===== src/rtl/vote_pkg.sv =====
// Shared types for the ballot counter: FSM state encoding and the press classifier.
package vote_pkg;

    localparam int MAX_CAND = 32;

    typedef enum logic [2:0] {
        IDLE  = 3'd0,
        ARMED = 3'd1,
        HOLD  = 3'd2,
        SCAN  = 3'd3,
        DONE  = 3'd4
    } vote_state_t;

    typedef enum logic [1:0] {
        PRESS_NONE  = 2'd0,
        PRESS_ONE   = 2'd1,
        PRESS_MULTI = 2'd2
    } press_t;

    // v & (v-1) clears the lowest set bit; anything left means two or more buttons.
    function automatic press_t classify_press(input logic [MAX_CAND-1:0] v);
        press_t kind;
        if (v == {MAX_CAND{1'b0}}) begin
            kind = PRESS_NONE;
        end else if ((v & (v - {{(MAX_CAND-1){1'b0}}, 1'b1})) != {MAX_CAND{1'b0}}) begin
            kind = PRESS_MULTI;
        end else begin
            kind = PRESS_ONE;
        end
        return kind;
    endfunction

endpackage


===== src/rtl/vote_counter_sat.sv =====
// Saturating vote counter with a sticky flag that sets on the increment reaching all-ones.
module vote_counter_sat import vote_pkg::*; #(
    parameter int CNT_W = 8
) (
    input  logic             clk,
    input  logic             reset,
    input  logic             inc,
    output logic [CNT_W-1:0] count,
    output logic             saturated
);

    localparam logic [CNT_W-1:0] CNT_MAX = {CNT_W{1'b1}};

    logic [CNT_W-1:0] count_r;
    logic             sat_r;
    logic [CNT_W-1:0] count_inc_s;

    // Incremented value, only used when the counter is below its ceiling.
    always_comb begin
        count_inc_s = count_r + {{(CNT_W-1){1'b0}}, 1'b1};
    end

    // Counter and sticky saturation flag.
    always_ff @(posedge clk) begin
        if (reset) begin
            count_r <= {CNT_W{1'b0}};
            sat_r   <= 1'b0;
        end else if (inc && (count_r != CNT_MAX)) begin
            count_r <= count_inc_s;
            if (count_inc_s == CNT_MAX) begin
                sat_r <= 1'b1;
            end
        end
    end

    assign count     = count_r;
    assign saturated = sat_r;

endmodule


===== src/rtl/vote_tally.sv =====
// Ballot FSM (arm / press / release), per-candidate saturating counters and a
// one-candidate-per-cycle winner scan for the result display.
module vote_tally import vote_pkg::*; #(
    parameter int NUM_CAND = 4,
    parameter int CNT_W    = 8,
    parameter int IDX_W    = $clog2(NUM_CAND)
) (
    input  logic                      clk,
    input  logic                      reset,
    input  logic                      mode,
    input  logic                      ballot_open,
    input  logic [NUM_CAND-1:0]       vote_valid,
    output logic                      armed,
    output logic                      vote_accepted,
    output logic                      vote_rejected,
    output logic [NUM_CAND*CNT_W-1:0] counts,
    output logic [NUM_CAND-1:0]       saturated,
    output logic [IDX_W-1:0]          winner_idx,
    output logic                      tie,
    output logic                      winner_valid
);

    localparam int SCAN_W = IDX_W + 1;
    localparam logic [SCAN_W-1:0] SCAN_END = SCAN_W'(NUM_CAND);

    vote_state_t         state_r, next_state_s;
    press_t              press_s;
    logic                hold_acc_r;
    logic [NUM_CAND-1:0] inc_s;
    logic                accept_s, reject_s, scan_start_s;
    logic [SCAN_W-1:0]   scan_idx_r;
    logic [CNT_W-1:0]    max_r, cur_cnt_s;
    logic [IDX_W-1:0]    winner_idx_r;
    logic                tie_r, winner_valid_r, armed_r, accepted_r, rejected_r;

    for (genvar g = 0; g < NUM_CAND; g++) begin : g_cnt
        vote_counter_sat #(.CNT_W(CNT_W)) u_cnt (
            .clk       (clk),
            .reset     (reset),
            .inc       (inc_s[g]),
            .count     (counts[g*CNT_W +: CNT_W]),
            .saturated (saturated[g])
        );
    end

    // Next-state decode; mode has priority over a press so a ballot is dropped on entering SCAN.
    always_comb begin
        next_state_s = state_r;
        inc_s        = {NUM_CAND{1'b0}};
        accept_s     = 1'b0;
        reject_s     = 1'b0;
        press_s      = classify_press(MAX_CAND'(vote_valid));
        case (state_r)
            IDLE: begin
                if (mode) begin
                    next_state_s = SCAN;
                end else if (ballot_open) begin
                    next_state_s = ARMED;
                end else begin
                    next_state_s = IDLE;
                end
            end
            ARMED: begin
                if (mode) begin
                    next_state_s = SCAN;
                end else begin
                    case (press_s)
                        PRESS_ONE: begin
                            inc_s        = vote_valid;
                            accept_s     = 1'b1;
                            next_state_s = HOLD;
                        end
                        PRESS_MULTI: begin
                            reject_s     = 1'b1;
                            next_state_s = HOLD;
                        end
                        default: next_state_s = ARMED;
                    endcase
                end
            end
            HOLD: begin
                if (vote_valid == {NUM_CAND{1'b0}}) begin
                    next_state_s = hold_acc_r ? IDLE : ARMED;
                end else begin
                    next_state_s = HOLD;
                end
            end
            SCAN: begin
                if (scan_idx_r == SCAN_END) begin
                    next_state_s = DONE;
                end else begin
                    next_state_s = SCAN;
                end
            end
            DONE: begin
                if (!mode) begin
                    next_state_s = IDLE;
                end else begin
                    next_state_s = DONE;
                end
            end
            default: next_state_s = IDLE;
        endcase
        scan_start_s = (next_state_s == SCAN) && (state_r != SCAN);
    end

    // Count of the candidate currently under the scan pointer.
    always_comb begin
        cur_cnt_s = {CNT_W{1'b0}};
        for (int i = 0; i < NUM_CAND; i++) begin
            cur_cnt_s = (scan_idx_r == SCAN_W'(i)) ? counts[i*CNT_W +: CNT_W] : cur_cnt_s;
        end
    end

    // State, registered status outputs and the running-maximum comparator.
    always_ff @(posedge clk) begin
        if (reset) begin
            state_r        <= IDLE;
            hold_acc_r     <= 1'b0;
            armed_r        <= 1'b0;
            accepted_r     <= 1'b0;
            rejected_r     <= 1'b0;
            winner_valid_r <= 1'b0;
            scan_idx_r     <= {SCAN_W{1'b0}};
            max_r          <= {CNT_W{1'b0}};
            winner_idx_r   <= {IDX_W{1'b0}};
            tie_r          <= 1'b0;
        end else begin
            state_r        <= next_state_s;
            armed_r        <= (next_state_s == ARMED);
            accepted_r     <= accept_s;
            rejected_r     <= reject_s;
            winner_valid_r <= (next_state_s == DONE);
            if (accept_s) begin
                hold_acc_r <= 1'b1;
            end else if (reject_s) begin
                hold_acc_r <= 1'b0;
            end
            // Max starts at zero, so an all-zero tally ends as index 0 with tie set.
            if (scan_start_s) begin
                scan_idx_r   <= {SCAN_W{1'b0}};
                max_r        <= {CNT_W{1'b0}};
                winner_idx_r <= {IDX_W{1'b0}};
                tie_r        <= 1'b0;
            end else if ((state_r == SCAN) && (scan_idx_r != SCAN_END)) begin
                scan_idx_r <= scan_idx_r + {{(SCAN_W-1){1'b0}}, 1'b1};
                if (cur_cnt_s > max_r) begin
                    max_r        <= cur_cnt_s;
                    winner_idx_r <= scan_idx_r[IDX_W-1:0];
                    tie_r        <= 1'b0;
                end else if (cur_cnt_s == max_r) begin
                    tie_r <= 1'b1;
                end
            end
        end
    end

    assign armed         = armed_r;
    assign vote_accepted = accepted_r;
    assign vote_rejected = rejected_r;
    assign winner_idx    = winner_idx_r;
    assign tie           = tie_r;
    assign winner_valid  = winner_valid_r;

endmodule


===== config.mk =====
export PLATFORM = sky130hd
export DESIGN_NAME = vote_tally
export DESIGN_NICKNAME = d
export VERILOG_FILES = /design/src/rtl/vote_pkg.sv /design/src/rtl/vote_counter_sat.sv /design/src/rtl/vote_tally.sv
export SDC_FILE = /design/constraint.sdc
export NUM_CORES = 1
export LEC_CHECK = 0
export BUFFER_PORTS_ARGS = -buffer_cell sky130_fd_sc_hd__buf_4
export CAP_MARGIN = 20
export CORE_MARGIN = 8
export CORE_UTILIZATION = 35
export CTS_CLUSTER_DIAMETER = 80
export DETAILED_ROUTE_END_ITERATION = 7
export PLACE_DENSITY_LB_ADDON = 0.15
export RECOVER_POWER = 100
export SLEW_MARGIN = 20
export SYNTH_ARGS = -nofsm -noshare
export SYNTH_HDL_FRONTEND = slang
export SYNTH_SLANG_ARGS = --single-unit

===== constraint.sdc =====
create_clock -name clk -period 6.15 [get_ports clk]
set_input_delay 0 -clock clk [delete_from_list [all_inputs] [get_ports clk]]
set_output_delay 0 -clock clk [all_outputs]
set_load 0.02 [all_outputs]

---- Yosys cells after proc, flatten, opt, wreduce, memory -nomap -nowiden ----
Cells that the tools add are included.
word-level totals
  flip-flop bits (word level) ............. 58
  input bits .............................. 8
  output and inout bits ................... 43
  logic and storage cells ................. 98
operators by class
  $add $sub $neg .......................... 6
  magnitude comparators ................... 1
  equal/unequal tests ..................... 24
  muxes and demuxes ....................... 28
  bitwise gates (word level) .............. 1
  reductions and logical operators ........ 20
operator list
  kind                   number
  $add A8 B1 Y8 const B  4
  $and A4 B32 Y32        1
  $eq A8 B8 Y1 const B   4
  $mux W8                4
  $ne A8 B8 Y1 const B   4
  $reduce_bool A32 Y1    1
  $eq A3 B2 Y1 const B   5
  $pmux W3 S5            1
  $mux W1                12
  $mux W2                6
  $mux W4                3
  $reduce_and A2 Y1      6
  $eq A3 B1 Y1 const B   3
  $eq A3 B3 Y1 const B   3
  $eq A8 B8 Y1           1
  $gt A8 B8 Y1           1
  $logic_and A1 B1 Y1    6
  $logic_not A3 Y1       2
  $mux W3                2
  $sub A4 B1 Y5 const B  1
  $logic_not A4 Y1       1
  $reduce_bool A2 Y1     2
  $reduce_or A2 Y1       2
  $add A3 B1 Y3 const B  1
  4 further kinds        4

---- Logic depth before layout (Yosys ltp) ----
Gate-level depths: netlist (run 1).
  depth in word-level cells ............... 13
  depth in mapped cells ................... 14
  depth with buffers taken out ............ 12

---- Hierarchy ----
A second synthesis (run 1) with hierarchy kept.
second synthesis, totals
  cell total of the unflattened synthesis .. 414
  area total of the unflattened synthesis .. 3776.1 um2
modules (own cells, without submodules)
  module            instances  cells each  area an instance (um2)  seq. area each (um2)
  vote_counter_sat  4          54          534.3                   180.2
  vote_tally        1          198         1639.1                  440.4

---- Worst setup path before layout (run 1) ----
No wires, ideal clock.
  kind .................................... register -> register
  from .................................... reg scan_idx_r[0]
  to ...................................... reg winner_idx_r[0], in the netlist winner_idx[0]
  library setup time ...................... 70 ps
  arrival ................................. 2990 ps
  required time ........................... 6080 ps
  slack ................................... 3091 ps
  cell stages (with the launch flop) ...... 13
  buffers on the path ..................... 1
  clock period less this slack ............ 3059 ps
  path through ............................ dfxtp_1 -> inv_1 -> ha_1 -> clkbuf_1 -> and3b_1 -> a211o_1 -> a32o_1 -> ha_1 -> and3_1 -> a221o_1 -> a22oi_1 -> o21ai_0 -> a21oi_1
on the way
  cells in the longest elaborated chain, start to end .. 7
  elaborated cells on any way between the ends .. 18
  classes of those cells .................. 1 x order compare; 6 x eq/ne; 6 x mux; 5 x reduce/logical
RTL lines
  item                           RTL line           text
  from (decl)                    vote_tally.sv:31   logic [SCAN_W-1:0] scan_idx_r;
  from (signal assigned)         vote_tally.sv:124  scan_idx_r <= {SCAN_W{1'b0}};
  from (signal assigned)         vote_tally.sv:141  scan_idx_r <= {SCAN_W{1'b0}};
  from (signal assigned)         vote_tally.sv:146  scan_idx_r <= scan_idx_r + {{(SCAN_W-1){1'b0}}, 1'b1};
  $logic_not A3 Y1               vote_tally.sv:111  cur_cnt_s = (scan_idx_r == SCAN_W'(i)) ? counts[i*CNT_W +: CNT_W] : cur_cnt_s;
  $mux W8 (3 in a row)           vote_tally.sv:111
  $mux W8 *                      vote_tally.sv:111
  named net cur_cnt_s[3]         vote_tally.sv:32   logic [CNT_W-1:0] max_r, cur_cnt_s;
  $gt A8 B8 Y1 *                 vote_tally.sv:147  if (cur_cnt_s > max_r) begin
  $reduce_and A2 Y1 (no line) *  n/a
  to (signal assigned)           vote_tally.sv:126  winner_idx_r <= {IDX_W{1'b0}};
  to (signal assigned)           vote_tally.sv:143  winner_idx_r <= {IDX_W{1'b0}};
  to (signal assigned)           vote_tally.sv:149  winner_idx_r <= scan_idx_r[IDX_W-1:0];
  to (decl)                      vote_tally.sv:33   logic [IDX_W-1:0] winner_idx_r;
Mark *: on every way through the listed nets, which the timed path passes. The rest lies on a longest branch.
A chain may end at the register's enable or synchronous reset.

---- Final worst setup path (run 1) ----
  from .................................... reg scan_idx_r[1]
  to ...................................... reg winner_idx_r[1], in the netlist winner_idx[1]
The elaborated chain is that of the path after synthesis.

==> impl_summary.log, run 1 <==
[metrics] number of antenna violations at the first check in global routing: 0
[metrics] total inserted antenna cells: 0
[metrics] post-detail-place hpwl: 6.61 mm
[metrics] violated checks: hold timing, capacitance limit, slew limit
[metrics] root buf cell: sky130_fd_sc_hd__clkbuf_8
[metrics] cell at the slowest stage of the critical path: sky130_fd_sc_hd__a22oi_1
[metrics] Hold Violations, Final: 1
[metrics] routed via count divided by cell count: 5.22
[metrics] critical hold path startpoint: mode
[metrics] CP max stage delay: 0.61 ns
[metrics] Reg2Reg Launch Point: scan_idx_r[1]$_SDFFE_PP0P_
[metrics] drt pass-1 iters: 4
[metrics] number of global-route vias before repair: 2969
[metrics] share of cells above drive strength 1: 6.29%
[metrics] critical path launch point type: flop
[metrics] Clock Skews: 0.0111 ns
[metrics] total routing resource utilization after global routing: 13.9%
[metrics] number of DRC violations after detailed-routing iteration 0: 181
[metrics] Seq cells post-synth: 58
[metrics] post-synth cell types: 59
[metrics] Die Y-Extent: 117 microns
[metrics] area enclosed by the die boundary: 13600 sq um
[metrics] Die X-Extent: 117 microns
[metrics] floorplan row count: 37
[metrics] num ports: 51
[metrics] Async SR Flop Fraction: 0%
[metrics] Post-CTS Setup Bufs: 0
[metrics] CTS resizes: 0
[metrics] netlist area before placement: 3560 sq um
[metrics] post-detailed-route count of antenna-violating nets: 0
[metrics] Synth Flop Type: sky130_fd_sc_hd__dfxtp_1
[metrics] Fin Hold WS: -0.00294 ns
[metrics] leading post-synthesis cells by cell area: sky130_fd_sc_hd__dfxtp_1, sky130_fd_sc_hd__ha_1, sky130_fd_sc_hd__xnor2_1
[metrics] Clock transition at path regs: 0.07 ns
[metrics] fin crit period: 3.51 ns
[metrics] number of hold buffers added after cts: 1
[metrics] most repeated library cell on the critical path: sky130_fd_sc_hd__ha_1
[metrics] fmax: 285 MHz
[metrics] Hold Crit Depth: 4
[metrics] minimum setup slack among reg-to-reg paths: 2.64 ns
[metrics] outcome: finished, violations left
[metrics] effective utilization at floorplan: 35.3%
[metrics] arrival time worst endpoint: 3.78 ns
[metrics] Post-synth EDFFs: 0
[metrics] total DRC errors in the routed layout: 0
[metrics] most numerous cell types in the synthesized netlist: sky130_fd_sc_hd__dfxtp_1, sky130_fd_sc_hd__nor2_1, sky130_fd_sc_hd__nor3_1, sky130_fd_sc_hd__nand2_1, sky130_fd_sc_hd__xnor2_1
[metrics] synthesis warning total: 0
[metrics] type of the worst min-delay path: in -> reg
[metrics] cell depth of the worst flop-to-flop path: 11
[metrics] TritonCTS clock tree: done
[metrics] clock latency reported for the late side of the worst-skew pair: 0.35 ns
[metrics] start-to-end type of the worst setup path: reg -> reg
[metrics] setup tns final: 0 ns
[metrics] Endpoint, Worst Hold: armed$_SDFF_PP0_
[metrics] peak supply drop: 0.106 mV
[metrics] most repeated cell in the gate-level netlist after synthesis: sky130_fd_sc_hd__dfxtp_1
[metrics] post-synth top area cell: sky130_fd_sc_hd__dfxtp_1
[metrics] largest net degree at the start of global routing: 44
[metrics] terminus of the critical flop-to-flop path: winner_idx[1]$_SDFFE_PP0P_
[metrics] sequential element share of the synthesized area: 32.6%
[metrics] unrepaired setup endpoints after global routing: false
[metrics] Setup-failing EPs final: 0
[metrics] count of input and output buffers: 50
[metrics] number of inserted filler cells in the final layout: 1118
[metrics] Net count, final: 485
[metrics] final-report max-slew violation count: 9
[metrics] Max Root-Sink Buffers: 2
[metrics] total wire length: 8.99 mm
[metrics] CP required: 6.42 ns
[metrics] final global-route overflow total: 0
[metrics] detailed-route via count: 3117
[metrics] synthesized netlist cell count: 421
[metrics] final cycle utilization of the critical path: 57.1%
[metrics] category of the worst setup path capture point: flop
[metrics] top-area cell type share of the netlist area: 32.6%
[metrics] clock net sink count: 58
[metrics] global-route wire length before repair: 14.8 mm
[metrics] largest fanout on the critical path: 16
[metrics] # Max-Cap Violations: 1
[metrics] mean area per synthesized cell: 8.45 sq um
[metrics] Max H-tree Level: 3
[metrics] drt wl/cell: 15.1 microns
[metrics] Area growth syn-to-layout: 13.0%
[metrics] slew margin rel.: -29.7%
[metrics] end-of-flow core utilization: 39.8%
[metrics] number of buffers created by CTS: 9
[metrics] power density over the cells: 220 nW/um^2
[metrics] core region area: 10100 sq um
[metrics] pin slew with the least headroom to its limit: 1.92 ns
[metrics] RePlAce Congestion: 0.839
[metrics] leakage dissipation: 1.42 nW
[metrics] ordered cell list for the critical path: inv_1, ha_1, and3b_1, a211o_1, a32o_1, ha_1, and3_1, a221o_1, a22oi_1, o21ai_0, a21oi_1
[metrics] syn_nets: 450
## power breakdown
part | total [mW] | leakage, nW | internal (mW) | switching (mW)
Clock | 0.420 | 0.119 | 0.261 | 0.159
Combinational | 0.0740 | 0.831 | 0.0262 | 0.0478
Sequential | 0.391 | 0.468 | 0.381 | 0.00974
Total | 0.884 | 1.42 | 0.668 | 0.217
## area by class of cell
class / instances / area [sq um] / share of cell area, %
clock buffers: 12 / 165 / 4.11
clock inverters: 4 / 72.6 / 1.81
inverters: 21 / 78.8 / 1.96
multi-input cells: 315 / 2150 / 53.4
flip-flops and latches: 58 / 1160 / 28.9
well taps: 136 / 170 / 4.23
repair buffers: 51 / 224 / 5.57
## flip-flops by register name, indices dropped and copies added, names as in the netlist
name                   flops
armed                      1
g_cnt.u_cnt.count         32
g_cnt.u_cnt.saturated      4
hold_acc_r                 1
max_r                      8
scan_idx_r                 3
state_r                    3
tie                        1
vote_accepted              1
vote_rejected              1
winner_idx                 2
winner_valid               1
## kinds of logic (layout without fill, tap and decap cells)
| group | count (synthesis) | count (layout) | share of synthesized area [%] |
|---|---|---|---|
| mux | 1 | 1 | 0.281 |
| xor+xnor | 38 | 38 | 9.35 |
| simple gates | 185 | 185 | 29.8 |
| buf+inv | 48 | 88 | 5.80 |
| fa+ha+maj | 22 | 22 | 7.67 |
| flops | 58 | 58 | 32.6 |
| compound gates | 69 | 69 | 14.5 |
## critical path: cells and delay by family (launching register included)
family	cells	cell delay (ns)
flip-flops	1	0.35
buffers and inverters	1	0.11
AO/OA/AOI/OAI	6	1.81
adder cells (fa/ha/maj)	2	0.72
AND/OR/NAND/NOR	2	0.44
## how the worst max path moves through the flow
stage / slack, ns / from / to
floorplan: 3.09 / scan_idx_r[0]$_SDFFE_PP0P_ / winner_idx[0]$_SDFFE_PP0P_
global placement: 2.77 / scan_idx_r[0]$_SDFFE_PP0P_ / winner_idx[1]$_SDFFE_PP0P_
detailed placement: 2.69 / scan_idx_r[1]$_SDFFE_PP0P_ / winner_idx[1]$_SDFFE_PP0P_
CTS: 2.63 / scan_idx_r[1]$_SDFFE_PP0P_ / winner_idx[1]$_SDFFE_PP0P_
global route: 2.39 / scan_idx_r[1]$_SDFFE_PP0P_ / winner_idx[1]$_SDFFE_PP0P_
finish: 2.64 / scan_idx_r[1]$_SDFFE_PP0P_ / winner_idx[1]$_SDFFE_PP0P_
## layout by cell type (no fill, tap or decap), types with 3 or more instances in the layout
cell type / n
sky130_fd_sc_hd__inv_1: 21
sky130_fd_sc_hd__nor3_1: 31
sky130_fd_sc_hd__nand2b_1: 6
sky130_fd_sc_hd__clkbuf_8: 12
sky130_fd_sc_hd__a21oi_1: 15
sky130_fd_sc_hd__a211o_1: 8
sky130_fd_sc_hd__nand3b_1: 5
sky130_fd_sc_hd__nor4b_1: 5
sky130_fd_sc_hd__dfxtp_1: 58
sky130_fd_sc_hd__a32o_1: 9
sky130_fd_sc_hd__nor2_1: 54
sky130_fd_sc_hd__clkbuf_1: 43
sky130_fd_sc_hd__and3_1: 6
sky130_fd_sc_hd__ha_1: 21
sky130_fd_sc_hd__nand3_1: 14
sky130_fd_sc_hd__nor3b_1: 6
sky130_fd_sc_hd__o21ai_0: 7
sky130_fd_sc_hd__buf_4: 7
sky130_fd_sc_hd__xor2_1: 12
sky130_fd_sc_hd__nand2_1: 27
sky130_fd_sc_hd__a22oi_1: 3
sky130_fd_sc_hd__and3b_1: 8
sky130_fd_sc_hd__a211oi_1: 6
sky130_fd_sc_hd__nor4_1: 7
sky130_fd_sc_hd__nand4_1: 6
sky130_fd_sc_hd__xnor2_1: 26
## metrics by stage
| step | area, sq um | power, mW | setup slack [ns] | cells | hold WS [ns] |
|---|---|---|---|---|---|
| 3_3_place_gp | 3980 | 0.476 | 2.77 | 580 | 0.365 |
| 4_1_cts | 4220 | 0.900 | 2.63 | 597 | 0.00294 |
| 6_report | 4020 | 0.884 | 2.64 | 597 | -0.00294 |
| 5_1_grt | 4020 | 0.927 | 2.39 | 597 | 0.0142 |
| 3_5_place_dp | 3980 | 0.477 | 2.69 | 580 | 0.361 |
| 2_1_floorplan | 3560 | 0.458 | 3.09 | 421 | 0.199 |
## layer usage
layer / GRT usage (%) / wire [microns] / vias up
li1: - / - / 1571
met1: 17.7 / 4290 / 1460
met2: 21.8 / 4000 / 75
met3: 4.05 / 545 / 11
met4: 5.38 / 151 / 0
met5: 0 / 0 / -
Power figures use the tool's default switching activity.
==> run 2: changes to the inputs <==
==> constraint.sdc (replaced) <==
create_clock -name clk -period 3.5 [get_ports clk]
set_input_delay 0 -clock clk [delete_from_list [all_inputs] [get_ports clk]]
set_output_delay 0 -clock clk [all_outputs]
set_load 0.02 [all_outputs]
==> run 2 against run 1 <==
Effect of this change: the run now ends clean; critical path depth up 1; first-iteration DRC count down 28%; combinational power up 77%; largest power group is now registers; utilization down 0.77 points.
==> impl_summary.log, run 2 (synthesized netlist as in run 1, its figures left out) <==
[metrics] Area growth syn-to-layout: 10.8%
[metrics] drt pass-1 iters: 4 (unchanged)
[metrics] number of buffers created by CTS: 9 (unchanged)
[metrics] TritonCTS clock tree: done
[metrics] flip-flop count of the largest register after layout: 32 (unchanged)
[metrics] number of global-route vias before repair: 2954 (-0.51%)
[metrics] Clock transition at path regs: 0.07 ns (about the same)
[metrics] RePlAce Congestion: 0.859 (+2.3%)
[metrics] count of input and output buffers: 50 (unchanged)
[metrics] total inserted antenna cells: 0 (unchanged)
[metrics] share of cells above drive strength 1: 6.29% (unchanged)
[metrics] drt wl/cell: 15.5 microns (+2.7%)
[metrics] number of antenna violations at the first check in global routing: 0 (unchanged)
[metrics] share of power burned in the clock network: 40.1% (-7.4 points)
[metrics] ordered cell list for the critical path: inv_1, ha_1, and3b_1, a211o_1, a32o_1, ha_1, and3_1, a221o_1, a22oi_2, buf_4, nor3_1, nor3_1
[metrics] final std cell area, no fill: 3940 sq um (-1.9%)
[metrics] sw power: 0.360 mW (+66%)
[metrics] clock net sink count: 58 (unchanged)
[metrics] Flop pwr share: 50.3% (+6.1 points)
[metrics] peak supply drop: 0.137 mV (+29%)
[metrics] largest net degree at the start of global routing: 44 (unchanged)
[metrics] Die X-Extent: 117 microns (unchanged)
[metrics] Worst Path Buf+Inv: 2 (+1)
[metrics] final cycle utilization of the critical path: 92.3% (+35 points)
[metrics] Clock Skews: 0.00866 ns (-0.00246 ns)
[metrics] CP required: 3.74 ns (-2.68 ns)
[metrics] type of the worst min-delay path: in -> reg
[metrics] end-of-flow core utilization: 39.1% (-0.77 points)
[metrics] Post-DP Area: 3980 sq um (+0.19%)
[metrics] cell at the slowest stage of the critical path: sky130_fd_sc_hd__dfxtp_1
[metrics] category of the worst setup path capture point: flop
[metrics] Net count, final: 486 (+0.21%)
[metrics] start-to-end type of the worst setup path: reg -> reg
[metrics] CP max stage delay: 0.42 ns (-0.19 ns)
[metrics] clock latency reported for the late side of the worst-skew pair: 0.34 ns (about the same)
[metrics] effective utilization at floorplan: 35.3% (unchanged)
[metrics] family with the most delay on the worst path: compound AO/OA/AOI/OAI gates
[metrics] floorplan row count: 37 (unchanged)
[metrics] largest fanout on the critical path: 11 (-5)
[metrics] num ports: 51 (unchanged)
[metrics] final-report max-slew violation count: 0 (-9)
[metrics] critical path launch point type: flop
[metrics] number of DRC violations after detailed-routing iteration 0: 130 (-28%)
[metrics] leakage dissipation: 1.35 nW (-4.5%)
[metrics] total DRC errors in the routed layout: 0 (unchanged)
[metrics] setup tns final: 0 ns (unchanged)
[metrics] Max H-tree Level: 3 (unchanged)
[metrics] total routing resource utilization after global routing: 14.1% (+0.23 points)
[metrics] area enclosed by the die boundary: 13600 sq um (unchanged)
[metrics] detailed-route via count: 3128 (+0.35%)
[metrics] Hold Violations, Final: 0 (-1)
[metrics] Die Y-Extent: 117 microns (unchanged)
[metrics] most common library cell in the layout ignoring fill and taps: sky130_fd_sc_hd__dfxtp_1
[metrics] total power draw: 1.37 mW (+54%)
[metrics] root buf cell: sky130_fd_sc_hd__clkbuf_8
[metrics] post-detailed-route count of antenna-violating nets: 0 (unchanged)
[metrics] Post-CTS Setup Bufs: 0 (unchanged)
[metrics] # Max-Cap Violations: 0 (-1)
[metrics] pin slew with the least headroom to its limit: 0.687 ns (-1.23 ns)
[metrics] highest-count cells in the layout ignoring fill and taps: sky130_fd_sc_hd__dfxtp_1, sky130_fd_sc_hd__nor2_1, sky130_fd_sc_hd__clkbuf_1
[metrics] unrepaired setup endpoints after global routing: false
[metrics] switching part of the total power: 26.3% (+1.8 points)
[metrics] combinational fraction of design power: 9.6% (+1.2 points)
[metrics] core region area: 10100 sq um (unchanged)
[metrics] internal power contribution: 1.01 mW (+51%)
[metrics] fin crit period: 3.23 ns (-0.279 ns)
[metrics] post-detail-place hpwl: 6.83 mm (+3.3%)
[metrics] fmax: 309 MHz (+8.6%)
[metrics] Setup-failing EPs final: 0 (unchanged)
[metrics] Max Root-Sink Buffers: 2 (unchanged)
[metrics] total wire length: 9.23 mm (+2.7%)
[metrics] global-route wire length before repair: 15.0 mm (+1.7%)
[metrics] outcome: finished clean
[metrics] power density over the cells: 346 nW/um^2 (+57%)
[metrics] final global-route overflow total: 0 (unchanged)
[metrics] slew margin rel.: 53.8% (+83 points)
[metrics] arrival time worst endpoint: 3.48 ns (-0.30 ns)
[metrics] routed via count divided by cell count: 5.24 (+0.35%)
[run 2: final cells by class]
| cell class | count | area (sq um) |
|---|---|---|
| flip-flops and latches | 58 | 1160 |
| inverters | 21 | 78.8 |
| well taps | 136 | 170 |
| multi-input cells | 315 | 2130 |
| fillers | 1121 | 6150 |
| clock inverters | 3 | 15.0 |
| clock buffers | 12 | 155 |
| repair buffers | 52 | 231 |
[run 2: timing repair]
action,4_1_cts,5_1_grt
resized for setup,0,3
setup endpoints to repair,0,7
endpoints found under the hold margin,1,0
hold buffers,1,0
[run 2: power groups by stage]
stage,registers [mW],logic [mW],clock network (mW)
4_1_cts,0.687,0.138,0.571
2_1_floorplan,0.696,0.108,0
3_3_place_gp,0.702,0.135,0
5_1_grt,0.690,0.146,0.600
6_report,0.687,0.131,0.548
3_5_place_dp,0.702,0.136,0
[run 2: layer usage]
metal	track usage, %	vias up	part of all wire, %
li1	-	1577	-
met1	18.1	1477	48
met2	21.8	66	46
met3	3.59	8	5.5
met4	6.83	0	1.2
met5	0	-	0
[run 2: final timing paths]
path,startpoint,endpoint,slack (ns),cells past startpoint
hold reg to reg,g_cnt[0].u_cnt.saturated$_SDFFE_PP0P_,g_cnt[0].u_cnt.saturated$_SDFFE_PP0P_,0.47,1
setup reg to reg,scan_idx_r[0]$_SDFFE_PP0P_,max_r[3]$_SDFFE_PP0P_,0.27,12
setup / recovery,scan_idx_r[0]$_SDFFE_PP0P_,max_r[3]$_SDFFE_PP0P_,0.27,12
hold / removal,mode,armed$_SDFF_PP0_,0.02,4
[run 2: through the flow]
| stage | std cells | hold slack [ns] | setup WS (ns) |
|---|---|---|---|
| final | 597 | 0.0217 | 0.268 |
| after global routing | 597 | 0.0340 | 0.0520 |
| after CTS | 597 | 0.000841 | 0.0892 |
| after detailed placement | 581 | 0.365 | 0.110 |
| after global placement | 581 | 0.365 | 0.250 |
| after floorplan | 421 | 0.199 | 0.441 |
[run 2: worst register-to-register path: stages, from the launching register on]
cell	delay [ns]
sky130_fd_sc_hd__dfxtp_1	0.42
sky130_fd_sc_hd__inv_1	0.10
sky130_fd_sc_hd__ha_1	0.34
sky130_fd_sc_hd__and3b_1	0.22
sky130_fd_sc_hd__a211o_1	0.26
sky130_fd_sc_hd__a32o_1	0.29
sky130_fd_sc_hd__ha_1	0.30
sky130_fd_sc_hd__and3_1	0.20
sky130_fd_sc_hd__a221o_1	0.38
sky130_fd_sc_hd__a22oi_2	0.22
sky130_fd_sc_hd__buf_4	0.20
sky130_fd_sc_hd__nor3_1	0.05
sky130_fd_sc_hd__nor3_1	0.17
==> run 3: changes to the inputs <==
--- a/config.mk
+++ b/config.mk
@@ -8,7 +8,7 @@
 export BUFFER_PORTS_ARGS = -buffer_cell sky130_fd_sc_hd__buf_4
 export CAP_MARGIN = 20
 export CORE_MARGIN = 8
-export CORE_UTILIZATION = 35
+export CORE_UTILIZATION = 55
 export CTS_CLUSTER_DIAMETER = 80
 export DETAILED_ROUTE_END_ITERATION = 7
 export PLACE_DENSITY_LB_ADDON = 0.15
==> run 3 against run 2 <==
Effect of this change: final cell count fell by 9.9%; sequential cell count did not move; clock skew fell by 0.0018 ns; sequential power barely moved; wire length fell by 6.4%; sequential share of layout area barely moved; die area fell by 32%; critical path type unchanged.
==> impl_summary.log, run 3 (synthesized netlist as in run 1, its figures left out) <==
[metrics] Post-DP Area: 3910 sq um (-1.9%)
[metrics] final std cell area, no fill: 3940 sq um (about the same)
[metrics] total DRC errors in the routed layout: 0 (unchanged)
[metrics] Setup Slack @ Placement: 0.186 ns (+0.0755 ns)
[metrics] fmax: 309 MHz (about the same)
[metrics] core region area: 6310 sq um (-37%)
[metrics] global-route wire length before repair: 14.3 mm (-5.1%)
[metrics] detailed-route via count: 3155 (+0.86%)
[metrics] effective utilization at floorplan: 56.4% (+21 points)
[metrics] number of hold buffers added after cts: 0 (-1)
[metrics] post-detail-place hpwl: 6.18 mm (-9.5%)
[metrics] RePlAce Congestion: 0.962 (+12%)
[metrics] drt pass-1 iters: 6 (+2)
[metrics] cell at the slowest stage of the critical path: sky130_fd_sc_hd__dfxtp_1
[metrics] type of the worst min-delay path: in -> reg
[metrics] start-to-end type of the worst setup path: reg -> reg
[metrics] number of global-route vias before repair: 2990 (+1.2%)
[metrics] slew margin rel.: 52.2% (-1.6 points)
[metrics] count of input and output buffers: 50 (unchanged)
[metrics] largest net degree at the start of global routing: 44 (unchanged)
[metrics] placed insts: 522 (-10%)
[metrics] sequential cell area: 1160 sq um (unchanged)
[metrics] critical hold path startpoint: vote_valid[0]
[metrics] minimum setup slack among reg-to-reg paths: 0.27 ns (about the same)
[metrics] number of inserted filler cells in the final layout: 573 (-49%)
[metrics] clock latency reported for the late side of the worst-skew pair: 0.34 ns (about the same)
[metrics] unrepaired setup endpoints after global routing: false
[metrics] Max Root-Sink Buffers: 2 (unchanged)
[metrics] largest fanout on the critical path: 11 (unchanged)
[metrics] area occupied by multi-input gates: 2130 sq um (+0.18%)
[metrics] category of the worst setup path capture point: flop
[metrics] Area growth syn-to-layout: 10.8% (about the same)
[metrics] total routing resource utilization after global routing: 19.5% (+5.3 points)
[metrics] Clock transition at path regs: 0.06 ns (about the same)
[metrics] post-route insts no fill: 538 (-9.9%)
[metrics] number of antenna violations at the first check in global routing: 0 (unchanged)
[metrics] highest-count cells in the layout ignoring fill and taps: sky130_fd_sc_hd__dfxtp_1, sky130_fd_sc_hd__nor2_1, sky130_fd_sc_hd__clkbuf_1
[metrics] flip-flop count of the largest register after layout: 32 (unchanged)
[metrics] end-of-flow core utilization: 62.5% (+23 points)
[metrics] leakage dissipation: 1.38 nW (+2.4%)
[metrics] family with the most delay on the worst path: compound AO/OA/AOI/OAI gates
[metrics] most common library cell in the layout ignoring fill and taps: sky130_fd_sc_hd__dfxtp_1
[metrics] Max H-tree Level: 3 (unchanged)
[metrics] post-detailed-route count of antenna-violating nets: 0 (unchanged)
[metrics] pin slew with the least headroom to its limit: 0.712 ns (+0.0243 ns)
[metrics] Net count, final: 485 (-0.21%)
[metrics] number of buffers created by CTS: 9 (unchanged)
[metrics] cell depth of the worst flop-to-flop path: 12 (unchanged)
[metrics] total wire length: 8.64 mm (-6.4%)
[metrics] arrival time worst endpoint: 3.48 ns (about the same)
[metrics] # Max-Cap Violations: 0 (unchanged)
[metrics] clock net sink count: 58 (unchanged)
[metrics] critical path launch point type: flop
[metrics] Worst Path Buf+Inv: 2 (unchanged)
[metrics] drt wl/cell: 16.1 microns (+3.9%)
[metrics] fin crit period: 3.23 ns (+0.00164 ns)
[metrics] share of cells above drive strength 1: 6.72% (+0.43 points)
[metrics] peak supply drop: 0.340 mV (+150%)
[metrics] num ports: 51 (unchanged)
[metrics] TritonCTS clock tree: done
[metrics] setup tns final: 0 ns (unchanged)
[metrics] Die Y-Extent: 96.4 microns (-17%)
[metrics] routed via count divided by cell count: 5.86 (+12%)
[metrics] Hold Violations, Final: 0 (unchanged)
[metrics] outcome: finished clean
[metrics] Die X-Extent: 96.4 microns (-17%)
[metrics] worst path setup slack after routing: 0.267 ns (-0.00164 ns)
[metrics] CP max stage delay: 0.42 ns (about the same)
[metrics] root buf cell: sky130_fd_sc_hd__clkbuf_8
[metrics] total inserted antenna cells: 0 (unchanged)
[metrics] Clock Skews: 0.00683 ns (-0.00182 ns)
[metrics] area enclosed by the die boundary: 9300 sq um (-32%)
[metrics] CP required: 3.74 ns (about the same)
[metrics] Hold Crit Depth: 3 (-1)
[metrics] ordered cell list for the critical path: inv_1, ha_1, and3b_1, a211o_1, a32o_1, ha_1, and3_1, a221o_1, a22oi_2, buf_4, nor3_1, nor3_1
[metrics] power density over the cells: 405 nW/um^2 (+17%)
[metrics] terminus of the critical flop-to-flop path: max_r[7]$_SDFFE_PP0P_
[metrics] Setup-failing EPs final: 0 (unchanged)
[metrics] final-report max-slew violation count: 0 (unchanged)
[metrics] Reg2Reg Launch Point: scan_idx_r[0]$_SDFFE_PP0P_
[metrics] Endpoint, Worst Hold: vote_rejected$_SDFF_PP0_
[metrics] floorplan row count: 29 (-22%)
[metrics] final cycle utilization of the critical path: 92.4% (about the same)
[metrics] number of DRC violations after detailed-routing iteration 0: 139 (+6.9%)
[metrics] final global-route overflow total: 0 (unchanged)
==> run 3: per-layer routing <==
metal | up-vias | share of wire (%) | GRT usage, %
li1 | 1568 | - | -
met1 | 1498 | 46 | 23.8
met2 | 81 | 47 | 31.9
met3 | 8 | 5.9 | 5.02
met4 | 0 | 1.3 | 8.32
met5 | - | 0 | 0
==> run 3: final cells by class <==
type / instances / share of cell area [%]
Timing Repair Buffer: 51 / 5.62
Inverter: 21 / 2.00
Tap cell: 77 / 2.44
Sequential cell: 58 / 29.4
Clock buffer: 11 / 3.84
Clock inverter: 5 / 2.54
Multi-Input combinational cell: 315 / 54.1
==> run 3: how the worst max path moves through the flow <==
stage	start	endpoint	slack (ns)	cells past startpoint
floorplan	scan_idx_r[0]$_SDFFE_PP0P_	winner_idx[0]$_SDFFE_PP0P_	0.44	12
global placement	scan_idx_r[1]$_SDFFE_PP0P_	max_r[6]$_SDFFE_PP0P_	0.36	12
detailed placement	scan_idx_r[1]$_SDFFE_PP0P_	max_r[6]$_SDFFE_PP0P_	0.19	12
CTS	scan_idx_r[1]$_SDFFE_PP0P_	max_r[7]$_SDFFE_PP0P_	0.13	12
global route	scan_idx_r[0]$_SDFFE_PP0P_	max_r[7]$_SDFFE_PP0P_	0.07	12
finish	scan_idx_r[0]$_SDFFE_PP0P_	max_r[7]$_SDFFE_PP0P_	0.27	12
==> run 3: worst min-delay path, stage by stage <==
cell,delay [ns]
sky130_fd_sc_hd__buf_4,0.14
sky130_fd_sc_hd__nor2_1,0.10
sky130_fd_sc_hd__nor4_1,0.05
==> run 3: report_power, final <==
group	internal (mW)	total (mW)	switching [mW]
registers	0.669	0.687	0.0179
logic	0.0478	0.129	0.0811
clock network	0.509	0.782	0.272
total	1.23	1.60	0.371
==> run 3: repair_timing <==
action,4_1_cts,5_1_grt
endpoints found under the hold margin,0,0
setup endpoints to repair,0,7
buffers inserted,0,0
resized for setup,0,2
==> run 3: per-stage QoR <==
| step | hold slack, ns | total power, mW |
|---|---|---|
| after floorplan | 0.199 | 0.804 |
| after global placement | 0.360 | 0.834 |
| after detailed placement | 0.363 | 0.836 |
| after CTS | 0.000112 | 1.62 |
| after global routing | 0.0216 | 1.65 |
| final | 0.00912 | 1.60 |
